<file path="config.mk">
export PLATFORM = sky130hd
export DESIGN_NAME = snn_neuron_scheduler
export DESIGN_NICKNAME = d
export VERILOG_FILES = /design/src/rtl/snn_pkg.sv /design/src/rtl/snn_lif_update.sv /design/src/rtl/snn_neuron_scheduler.sv
export SDC_FILE = /design/constraint.sdc
export NUM_CORES = 1
export LEC_CHECK = 0
export CORE_ASPECT_RATIO = 0.8
export CORE_MARGIN = 2
export CORE_UTILIZATION = 40
export CTS_BUF_LIST = sky130_fd_sc_hd__clkbuf_8 sky130_fd_sc_hd__clkbuf_16
export CTS_CLUSTER_SIZE = 16
export DETAILED_ROUTE_END_ITERATION = 10
export PLACE_DENSITY = 0.54
export SYNTH_ARGS = -nofsm -noshare
export SYNTH_HDL_FRONTEND = slang
export SYNTH_SLANG_ARGS = --single-unit
</file>
<file path="constraint.sdc">
create_clock -name clk -period 7.81 [get_ports clk]
set_clock_uncertainty 0.1 [all_clocks]
set_input_delay 1.1715 -clock clk [delete_from_list [all_inputs] [get_ports clk]]
set_output_delay 1.1715 -clock clk [all_outputs]
set_load 0.01 [all_outputs]
</file>
<file path="src/rtl/snn_pkg.sv">
// Shared types and helpers for the time-multiplexed LIF neuron scheduler.
// Holds the scheduler FSM encoding and the neuron index width calculation.
// No logic of its own; imported by the scheduler and its datapath.
package snn_pkg;

    typedef enum logic [1:0] {
        IDLE  = 2'd0,
        FETCH = 2'd1,
        EMIT  = 2'd2,
        DONE  = 2'd3
    } state_t;

    // Width of a neuron index; never below 1 so a one-bit port always exists.
    function automatic int idx_width(input int num_neurons);
        return (num_neurons > 1) ? $clog2(num_neurons) : 1;
    endfunction

endpackage

</file>
<file path="src/rtl/snn_lif_update.sv">
// Purpose: one leaky-integrate-and-fire step for a single neuron.
// Latency: purely combinational, zero cycles.
// Backpressure: none; the caller decides when the result is committed.
// Ports: potential/synaptic_input (W bits) in; next_potential (W bits) and
//        fire out. next_potential is the leaked value before any spike reset.
module snn_lif_update #(
    parameter int unsigned W         = 8,
    parameter int unsigned THRESHOLD = 8,
    parameter int unsigned DECAY     = 1
) (
    input  logic [W-1:0] potential,
    input  logic [W-1:0] synaptic_input,
    output logic [W-1:0] next_potential,
    output logic         fire
);

    localparam logic [31:0] TH32  = 32'(THRESHOLD);
    localparam logic [31:0] DEC32 = 32'(DECAY);

    logic [W:0]   sum;
    logic [W-1:0] sat;
    logic [31:0]  sat32;

    always_comb begin
        // One extra bit catches the carry; on overflow clamp to all ones.
        sum   = {1'b0, potential} + {1'b0, synaptic_input};
        sat   = sum[W] ? {W{1'b1}} : sum[W-1:0];
        sat32 = 32'(sat);
        // Leak floors at zero rather than wrapping.
        next_potential = (sat32 >= DEC32) ? W'(sat32 - DEC32) : '0;
        fire           = (32'(next_potential) >= TH32);
    end

endmodule

</file>
<file path="src/rtl/snn_neuron_scheduler.sv">
// Purpose: sweeps NUM_NEURONS stored potentials through one shared LIF datapath.
// Latency: 1 cycle per non-spiking neuron, >=2 per spiking neuron; sweep >= N+2.
// Backpressure: input accepted only in FETCH; a spike holds EMIT until spike_ready.
// Ports: clk/reset (sync, active high); start kicks a sweep from IDLE;
//        input_valid/input_ready/synaptic_input feed the current neuron;
//        spike_valid/spike_ready/spike_id carry spike events; busy, done status.
module snn_neuron_scheduler
    import snn_pkg::*;
#(
    parameter int unsigned NUM_NEURONS              = 8,
    parameter int unsigned MEMBRANE_POTENTIAL_WIDTH = 8,
    parameter int unsigned MEMBRANE_THRESHOLD       = 8,
    parameter int unsigned MEMBRANE_DECAY           = 1
) (
    input  logic                                    clk,
    input  logic                                    reset,
    input  logic                                    start,
    input  logic                                    input_valid,
    output logic                                    input_ready,
    input  logic [MEMBRANE_POTENTIAL_WIDTH-1:0]     synaptic_input,
    output logic                                    spike_valid,
    input  logic                                    spike_ready,
    output logic [idx_width(NUM_NEURONS)-1:0]       spike_id,
    output logic                                    busy,
    output logic                                    done
);

    localparam int IW = idx_width(NUM_NEURONS);
    localparam int W  = MEMBRANE_POTENTIAL_WIDTH;

    state_t          state_q, state_d;
    logic [IW-1:0]   idx_q, idx_d;
    logic [IW-1:0]   spike_id_q, spike_id_d;
    logic [W-1:0]    pot_q [NUM_NEURONS];
    logic [W-1:0]    pot_d [NUM_NEURONS];

    logic [W-1:0]    lif_next;
    logic            lif_fire;
    logic            last_idx;

    assign last_idx = (idx_q == IW'(NUM_NEURONS - 1));

    snn_lif_update #(
        .W         (W),
        .THRESHOLD (MEMBRANE_THRESHOLD),
        .DECAY     (MEMBRANE_DECAY)
    ) u_lif (
        .potential      (pot_q[idx_q]),
        .synaptic_input (synaptic_input),
        .next_potential (lif_next),
        .fire           (lif_fire)
    );

    always_comb begin
        state_d    = state_q;
        idx_d      = idx_q;
        spike_id_d = spike_id_q;
        pot_d      = pot_q;

        unique case (state_q)
            IDLE: begin
                if (start) begin
                    idx_d   = '0;
                    state_d = FETCH;
                end
            end
            FETCH: begin
                if (input_valid) begin
                    if (lif_fire) begin
                        // Spiking neuron resets; the index moves on only
                        // after the spike event has been handed off.
                        pot_d[idx_q] = '0;
                        spike_id_d   = idx_q;
                        state_d      = EMIT;
                    end else begin
                        pot_d[idx_q] = lif_next;
                        if (last_idx) begin
                            state_d = DONE;
                        end else begin
                            idx_d   = idx_q + IW'(1);
                            state_d = FETCH;
                        end
                    end
                end
            end
            EMIT: begin
                if (spike_ready) begin
                    if (last_idx) begin
                        state_d = DONE;
                    end else begin
                        idx_d   = idx_q + IW'(1);
                        state_d = FETCH;
                    end
                end
            end
            DONE: begin
                state_d = IDLE;
            end
            default: begin
                state_d = IDLE;
            end
        endcase
    end

    always_ff @(posedge clk) begin
        if (reset) begin
            state_q    <= IDLE;
            idx_q      <= '0;
            spike_id_q <= '0;
            for (int i = 0; i < NUM_NEURONS; i++) begin
                pot_q[i] <= '0;
            end
        end else begin
            state_q    <= state_d;
            idx_q      <= idx_d;
            spike_id_q <= spike_id_d;
            pot_q      <= pot_d;
        end
    end

    assign input_ready = (state_q == FETCH);
    assign spike_valid = (state_q == EMIT);
    assign done        = (state_q == DONE);
    assign busy        = (state_q != IDLE);
    assign spike_id    = spike_id_q;

endmodule

</file>
==> impl_metrics.csv, run 1 <==
group,metric,value,unit
detailed_routing,vias,2706,
finish,n_antenna_cell,0,
floorplanning,rows,30,
logic_synthesis,ys_seq_area_share,42.0,%
floorplanning,dieArea,9340,µm²
timing,fin_crit,5050,ps
placed_design,hpwl,6090,µm
clocking,hold_buffers,0,
setup_path,worstPathRequired,7940,ps
global_route,grt_overflow,0,
timing,slew_headroom,30.8,%
global_route,grt_pass1_wl,13900,µm
floorplanning,start_util,40.8,%
global_route,antenna_found_initial,0,
placed_design,pre_cts_slack,2550,ps
timing,setup_viol,0,
detailed_routing,wl_per_cell,17.2,µm
clocking,clk_path_buf_depth,2,
worst_hold_path,hold_class,"register to register",
placed_design,gp_congestion,0.814,
logic_synthesis,yosys_warnings,0,
finish,nets,417,
detailed_routing,drt-initial-drc-count,167,
clocking,cts-resized-gates,0,
power_and_ir_drop,finalPower,0.000780,W
floorplanning,fp.dieH,86.8,µm
detailed_routing,drc,0,
clocking,htree_levels,3,
timing,fin_hold_ws,352,ps
detailed_routing,routed_wl,8640,µm
power_and_ir_drop,p_leak,1.56,nW
logic_synthesis,ys_ff_latch,72,
timing,finalSetupTns,0,ps
finish,final_cells,503,
logic_synthesis,synth-edff-count,0,
logic_synthesis,synth_top_flop_cell,"dfxtp_1",
floorplanning,fp.dieW,108,µm
logic_synthesis,synth_cells,365,
setup_path,end_kind,"register",
logic_synthesis,synthArstFlopShare,0,%
setup_path,path_class,"register to register",
clocking,cts_inserted_buffers,9,
clocking,cts_tree,"done",
timing,final_max_slew_viol_count,0,
logic_synthesis,syn_area,3430,µm²
timing,setup_ws,2760,ps
clocking,cts_sinks,72,
placed_design,dp.cells,487,
clocking,cts-root-buf,"clkbuf_8",
detailed_routing,viasPerCell,5.38,
setup_path,crit_path_start_kind,"register",
logic_synthesis,synth_cell_types,58,
power_and_ir_drop,worst_ir_drop_vdd,0.129,mV
power_and_ir_drop,power.density,198,nW/µm²
global_route,first_global_vias,2660,
placed_design,numPortBuffers,19,
global_route,grt_use_total,19.7,%
clocking,clk_pin_slew_worst_paths,80,ps
timing,max_freq,198,MHz
clocking,cts_setup_buffers,0,
global_route,grt_max_degree,20,
setup_path,worstPathMaxFanout,11,
setup_path,cp.arrival,5180,ps
detailed_routing,dr.pass1.iters,4,
timing,hold_viol_final,0,
timing,finalCritPeriodShare,64.7,%
run,cap_violations,0,
finish,final_layout_size_suffix_gt1_share,12.0,%
logic_synthesis,syn_avg_cell_area,9.40,µm²
logic_synthesis,syn_nets,396,
clocking,clock_latency,340,ps
detailed_routing,ant_nets,0,
floorplanning,ioPinCount,20,
floorplanning,coreArea,8410,µm²
timing,worst_pin_slew,1030,ps
status,status,"completed",
timing,rsz0062_at_grt,"no",
finish,syn_to_final_growth,14.7,%
synthesized netlist by cell type, drive strengths merged (2+ instances only):
| cell type | instances | area [µm²] |
|---|---|---|
| mux2i | 7 | 70.1 |
| a211oi | 2 | 32.5 |
| inv | 12 | 45.0 |
| a22o | 5 | 43.8 |
| nand2 | 30 | 113 |
| o21ai | 29 | 175 |
| a22oi | 22 | 165 |
| dfxtp | 72 | 1440 |
| a21o | 2 | 15.0 |
| nor3b | 5 | 37.5 |
| nor2b | 2 | 12.5 |
| o21a | 2 | 15.0 |
| o21bai | 2 | 15.0 |
| and4 | 2 | 20.0 |
| buf | 2 | 10.0 |
| and3 | 3 | 18.8 |
| nor2 | 25 | 101 |
| a221oi | 7 | 67.6 |
| or2 | 3 | 18.8 |
| o211a | 2 | 20.0 |
| o221ai | 2 | 17.5 |
| a21oi | 2 | 10.0 |
| and2 | 41 | 257 |
| nand4 | 4 | 40.0 |
| o2111ai | 5 | 50.0 |
| nand2b | 7 | 43.8 |
| nor3 | 6 | 30.0 |
| a311oi | 2 | 23.8 |
| ha | 17 | 213 |
| clkbuf | 11 | 41.3 |
| a31oi | 9 | 56.3 |
| nand3 | 9 | 55.1 |
sequential cells by signal, indices dropped and copies added (netlist names):
| name | flops |
|---|---|
| pot_q | 64 |
| idx_q | 3 |
| spike_id | 3 |
| state_q | 2 |
power breakdown:
| group | switching, W | internal [W] |
|---|---|---|
| clock network | 0.000146 | 0.000147 |
| registers | 0.00000636 | 0.000370 |
| logic | 0.0000668 | 0.0000437 |
| total | 0.000219 | 0.000562 |
cells by family (layout without fill, tap and decap cells):
family | after synthesis | count (layout) | share of synthesized area (%)
AOI/OAI and AO/OA | 100 | 100 | 22.8
adders and majority gates | 18 | 18 | 6.78
DFF | 72 | 72 | 42.0
and+or+nand+nor | 141 | 141 | 23.1
buffers and inverters | 25 | 51 | 2.81
xor gates and xnor gates | 2 | 2 | 0.511
muxes | 7 | 7 | 2.04
final timing paths:
kind	start	to	slack [ps]	depth (start not counted)
hold reg to reg	pot_q[8]	pot_q[8]	350	2
setup / recovery	idx_q[2]	spike_id[0]	2760	16
hold / removal	pot_q[8]	pot_q[8]	350	2
setup reg to reg	idx_q[2]	spike_id[0]	2760	16
layout make-up:
| class | instances | area [µm²] |
|---|---|---|
| Clock buffer | 9 | 124 |
| Clock inverter | 7 | 71.3 |
| Fill cell | 844 | 4470 |
| Inverter | 12 | 45.0 |
| Multi-Input combinational cell | 268 | 1890 |
| Sequential cell | 72 | 1440 |
| Tap cell | 112 | 140 |
| Timing Repair Buffer | 23 | 220 |
critical path, stage by stage, from the launching register on:
cell and delay, ps:
dfxtp_1 510, and3b_1 380, a22oi_1 230, nand4_1 200, ha_1 310, fa_1 440, a211oi_2 360, nor2_1 140
a221o_1 430, nor2_1 250, ha_1 280, and2_1 160, o221a_1 210, and4bb_4 230, o2111ai_1 300, nand3_1 230
mux2i_1 190
layer usage:
| metal | part of all wire (%) | GRT usage, % | vias to the layer above |
|---|---|---|---|
| li1 | - | - | 1368 |
| met1 | 52 | 28.5 | 1289 |
| met2 | 42 | 29.7 | 42 |
| met3 | 4.6 | 4.44 | 7 |
| met4 | 0.93 | 5.24 | 0 |
| met5 | 0 | 0 | - |
through the flow:
step           util, %  instance area (µm²)
3_3_place_gp      44.5                 3740
6_report          46.8                 3940
5_1_grt           46.8                 3940
4_1_cts           46.8                 3940
2_1_floorplan        -                 3430
3_5_place_dp      44.5                 3740
cell usage in the layout, fill, tap and decap left out, drive strengths merged, types with 9 or more instances in the layout:
master / n
a22oi: 22
a31oi: 9
and2: 41
clkbuf: 9
clkdlybuf4s50: 19
dfxtp: 72
ha: 17
inv: 14
nand2: 30
nand3: 9
nor2: 25
o21ai: 29
No activity file was read; power rests on OpenSTA's default activity.
==> run 2, diff against run 1 <==
==> constraint.sdc (replaced) <==
create_clock -name clk -period 4.7 [get_ports clk]
set_clock_uncertainty 0.1 [all_clocks]
set_input_delay 0.705 -clock clk [delete_from_list [all_inputs] [get_ports clk]]
set_output_delay 0.705 -clock clk [all_outputs]
set_load 0.01 [all_outputs]
==> run 2 against run 1 <==
Compared with the run above:
- core utilization increased by 1.5 points
- final cell count increased by 2.2%
- power increased by 70%
- first-iteration DRC count increased by 5.4%
- sequential power increased by 66%
- maximum frequency increased by 14%
- sequential share of layout area decreased by 1.1 points
- sequential cell count unchanged
- worst setup slack got worse by 2500 ps
- via count increased by 1.4%
- critical endpoint is now spike_id[1]
==> impl_metrics.csv, run 2 (synthesis gave the netlist of run 1 again) <==
group,metric,value,unit
timing,rsz0062_at_grt,"yes",
timing,final_max_slew_viol_count,0,
timing,fin_crit,4440,ps
finish,final_common_cell,"dfxtp_1",
floorplanning,start_util,40.8,%
finish,syn_to_final_growth,18.4,%
floorplanning,ioPinCount,20,
detailed_routing,dr.pass1.iters,4,
floorplanning,fp.dieW,108,µm
finish,regMostFlops,"pot_q",
global_route,grt_pass1_wl,13900,µm
power_and_ir_drop,clkPwrFrac,38.3,%
placed_design,post_dp_cell_area,3820,µm²
global_route,grt_overflow,0,
clocking,clock_latency,360,ps
setup_path,worstPathCellList,"nor3b_1 > buf_4 > a22oi_1 > nand4_1 > ha_1 > fa_1 > a211oi_2 > nor2_1 > a221o_1 > nor2_1 > ha_2 > and2_1 > o221a_1 > and4bb_4 > o2111ai_1 > nand3_2 > mux2i_1",
floorplanning,coreArea,8410,µm²
finish,largest_reg_flops,64,
finish,final_layout_size_suffix_gt1_share,16.7,%
timing,finalCritPeriodShare,94.5,%
detailed_routing,drc,0,
setup_path,worst-path-stages,17,
power_and_ir_drop,worst_ir_drop_vdd,0.143,mV
global_route,first_global_vias,2547,
clocking,cts_inserted_buffers,9,
clocking,cts_tree,"done",
floorplanning,fp.dieH,86.8,µm
timing,max_freq,225,MHz
detailed_routing,wl_per_cell,16.8,µm
power_and_ir_drop,p_leak,1.62,nW
finish,design_area,4060,µm²
clocking,cts-root-buf,"clkbuf_8",
setup_path,cp_top_family,"compound AO/OA/AOI/OAI gates",
finish,layout_common_cells,"dfxtp_1 (69), and2_1 (41), nand2_1 (30)",
setup_path,crit_slowest_cell,"fa_1",
global_route,grt_max_degree,20,
setup_path,r2r_end,"spike_id[1]",
power_and_ir_drop,switchingPower,0.000379,W
timing,fin_hold_ws,356,ps
timing,worst_pin_slew,847,ps
setup_path,reg2reg_slack,260,ps
finish,final_util,48.3,%
clocking,cts_sinks,72,
detailed_routing,vias,2744,
clocking,clk_path_buf_depth,2,
setup_path,r2r-start,"idx_q[0]",
timing,hold_viol_final,0,
clocking,htree_levels,3,
power_and_ir_drop,internal_power,0.000945,W
setup_path,end_kind,"register",
power_and_ir_drop,combPwrFrac,14.4,%
clocking,cts_setup_buffers,0,
timing,slew_headroom,43.3,%
setup_path,cp-endpoint,"spike_id[1]",
detailed_routing,drt-initial-drc-count,176,
placed_design,gp_congestion,0.826,
placed_design,numPortBuffers,19,
timing,setup_viol,0,
worst_hold_path,hold_class,"register to register",
clocking,clk_pin_slew_worst_paths,80,ps
clocking,cts-resized-gates,0,
power_and_ir_drop,seqPwrFrac,47.3,%
detailed_routing,routed_wl,8640,µm
setup_path,crit_buf_inv,1,
placed_design,hpwl,6270,µm
finish,n_antenna_cell,0,
clocking,hold_buffers,0,
setup_path,crit_start,"idx_q[0]",
run,cap_violations,0,
timing,finalSetupTns,0,ps
setup_path,cp.arrival,4590,ps
global_route,antenna_found_initial,0,
setup_path,slowest_delay,420,ps
finish,nets,428,
floorplanning,dieArea,9340,µm²
power_and_ir_drop,power.density,326,nW/µm²
floorplanning,rows,30,
setup_path,crit_path_start_kind,"register",
setup_path,path_class,"register to register",
setup_path,path_common_cell,"nor2_1",
detailed_routing,viasPerCell,5.34,
setup_path,worstPathRequired,4850,ps
global_route,grt_use_total,19.8,%
status,status,"completed",
setup_path,r2r_cells,17,
detailed_routing,ant_nets,0,
setup_path,worstPathMaxFanout,11,
power_and_ir_drop,p_sw_share,28.6,%
-- run 2: cell types whose count changed in the layout (fill, tap and decap cells not counted), sizes merged --
cell and delta:
buf +11, clkinv +1, clkinvlp -1
-- run 2: area by class of cell --
type	instances	area, µm²
fill	821	4350
sequential	72	1450
timing repair buffer	34	303
inverter	12	45.0
clock buffer	9	124
multi-input combinational	268	1930
tap	112	140
clock inverter	7	80.1
-- run 2: worst min-delay path by stage --
stage                          from        end  slack (ps)  cells past startpoint
final                     pot_q[57]  pot_q[57]         360                      2
after global routing      pot_q[58]  pot_q[58]         370                      2
after CTS                  pot_q[1]   pot_q[1]         360                      2
after detailed placement  pot_q[58]  pot_q[58]         340                      2
after global placement    pot_q[58]  pot_q[58]         340                      2
after floorplan           pot_q[24]  pot_q[24]         330                      2
-- run 2: worst min-delay path: cells and delay by family, from the launching register on --
| family | cells | cell delay (ps) |
|---|---|---|
| DFF | 1 | 320 |
| and+or+nand+nor | 1 | 50 |
| AOI/OAI and AO/OA | 1 | 50 |
-- run 2: power by group through the flow --
stage          Combinational (W)  Sequential [W]  Clock, W
2_1_floorplan           0.000123        0.000635         0
3_3_place_gp            0.000187        0.000639         0
3_5_place_dp            0.000187        0.000640         0
4_1_cts                 0.000188        0.000625  0.000518
5_1_grt                 0.000210        0.000628  0.000547
6_report                0.000190        0.000626  0.000507
-- run 2: through the flow --
step	std cells	total power (W)	setup WS, ps
floorplan	365	0.000758	286
global placement	498	0.000827	127
detailed placement	498	0.000827	116
CTS	514	0.00133	95.5
global route	514	0.00139	-8.89
finish	514	0.00132	257
-- run 2: per-layer routing --
metal / track usage (%) / wire length, µm
met5: 0 / 0
met4: 4.55 / 80
met3: 4.81 / 391
met2: 28.5 / 3590
met1: 29.6 / 4580
==> run 3, diff against run 2 <==
--- a/config.mk
+++ b/config.mk
@@ -11,6 +11,7 @@
 export CTS_BUF_LIST = sky130_fd_sc_hd__clkbuf_8 sky130_fd_sc_hd__clkbuf_16
 export CTS_CLUSTER_SIZE = 16
 export DETAILED_ROUTE_END_ITERATION = 10
+export GPL_ROUTABILITY_DRIVEN = 1
 export PLACE_DENSITY = 0.54
 export SYNTH_ARGS = -nofsm -noshare
 export SYNTH_HDL_FRONTEND = slang
==> results of run 3 <==
Same layout as run 2: the final DEF is identical, and so are final timing and power.
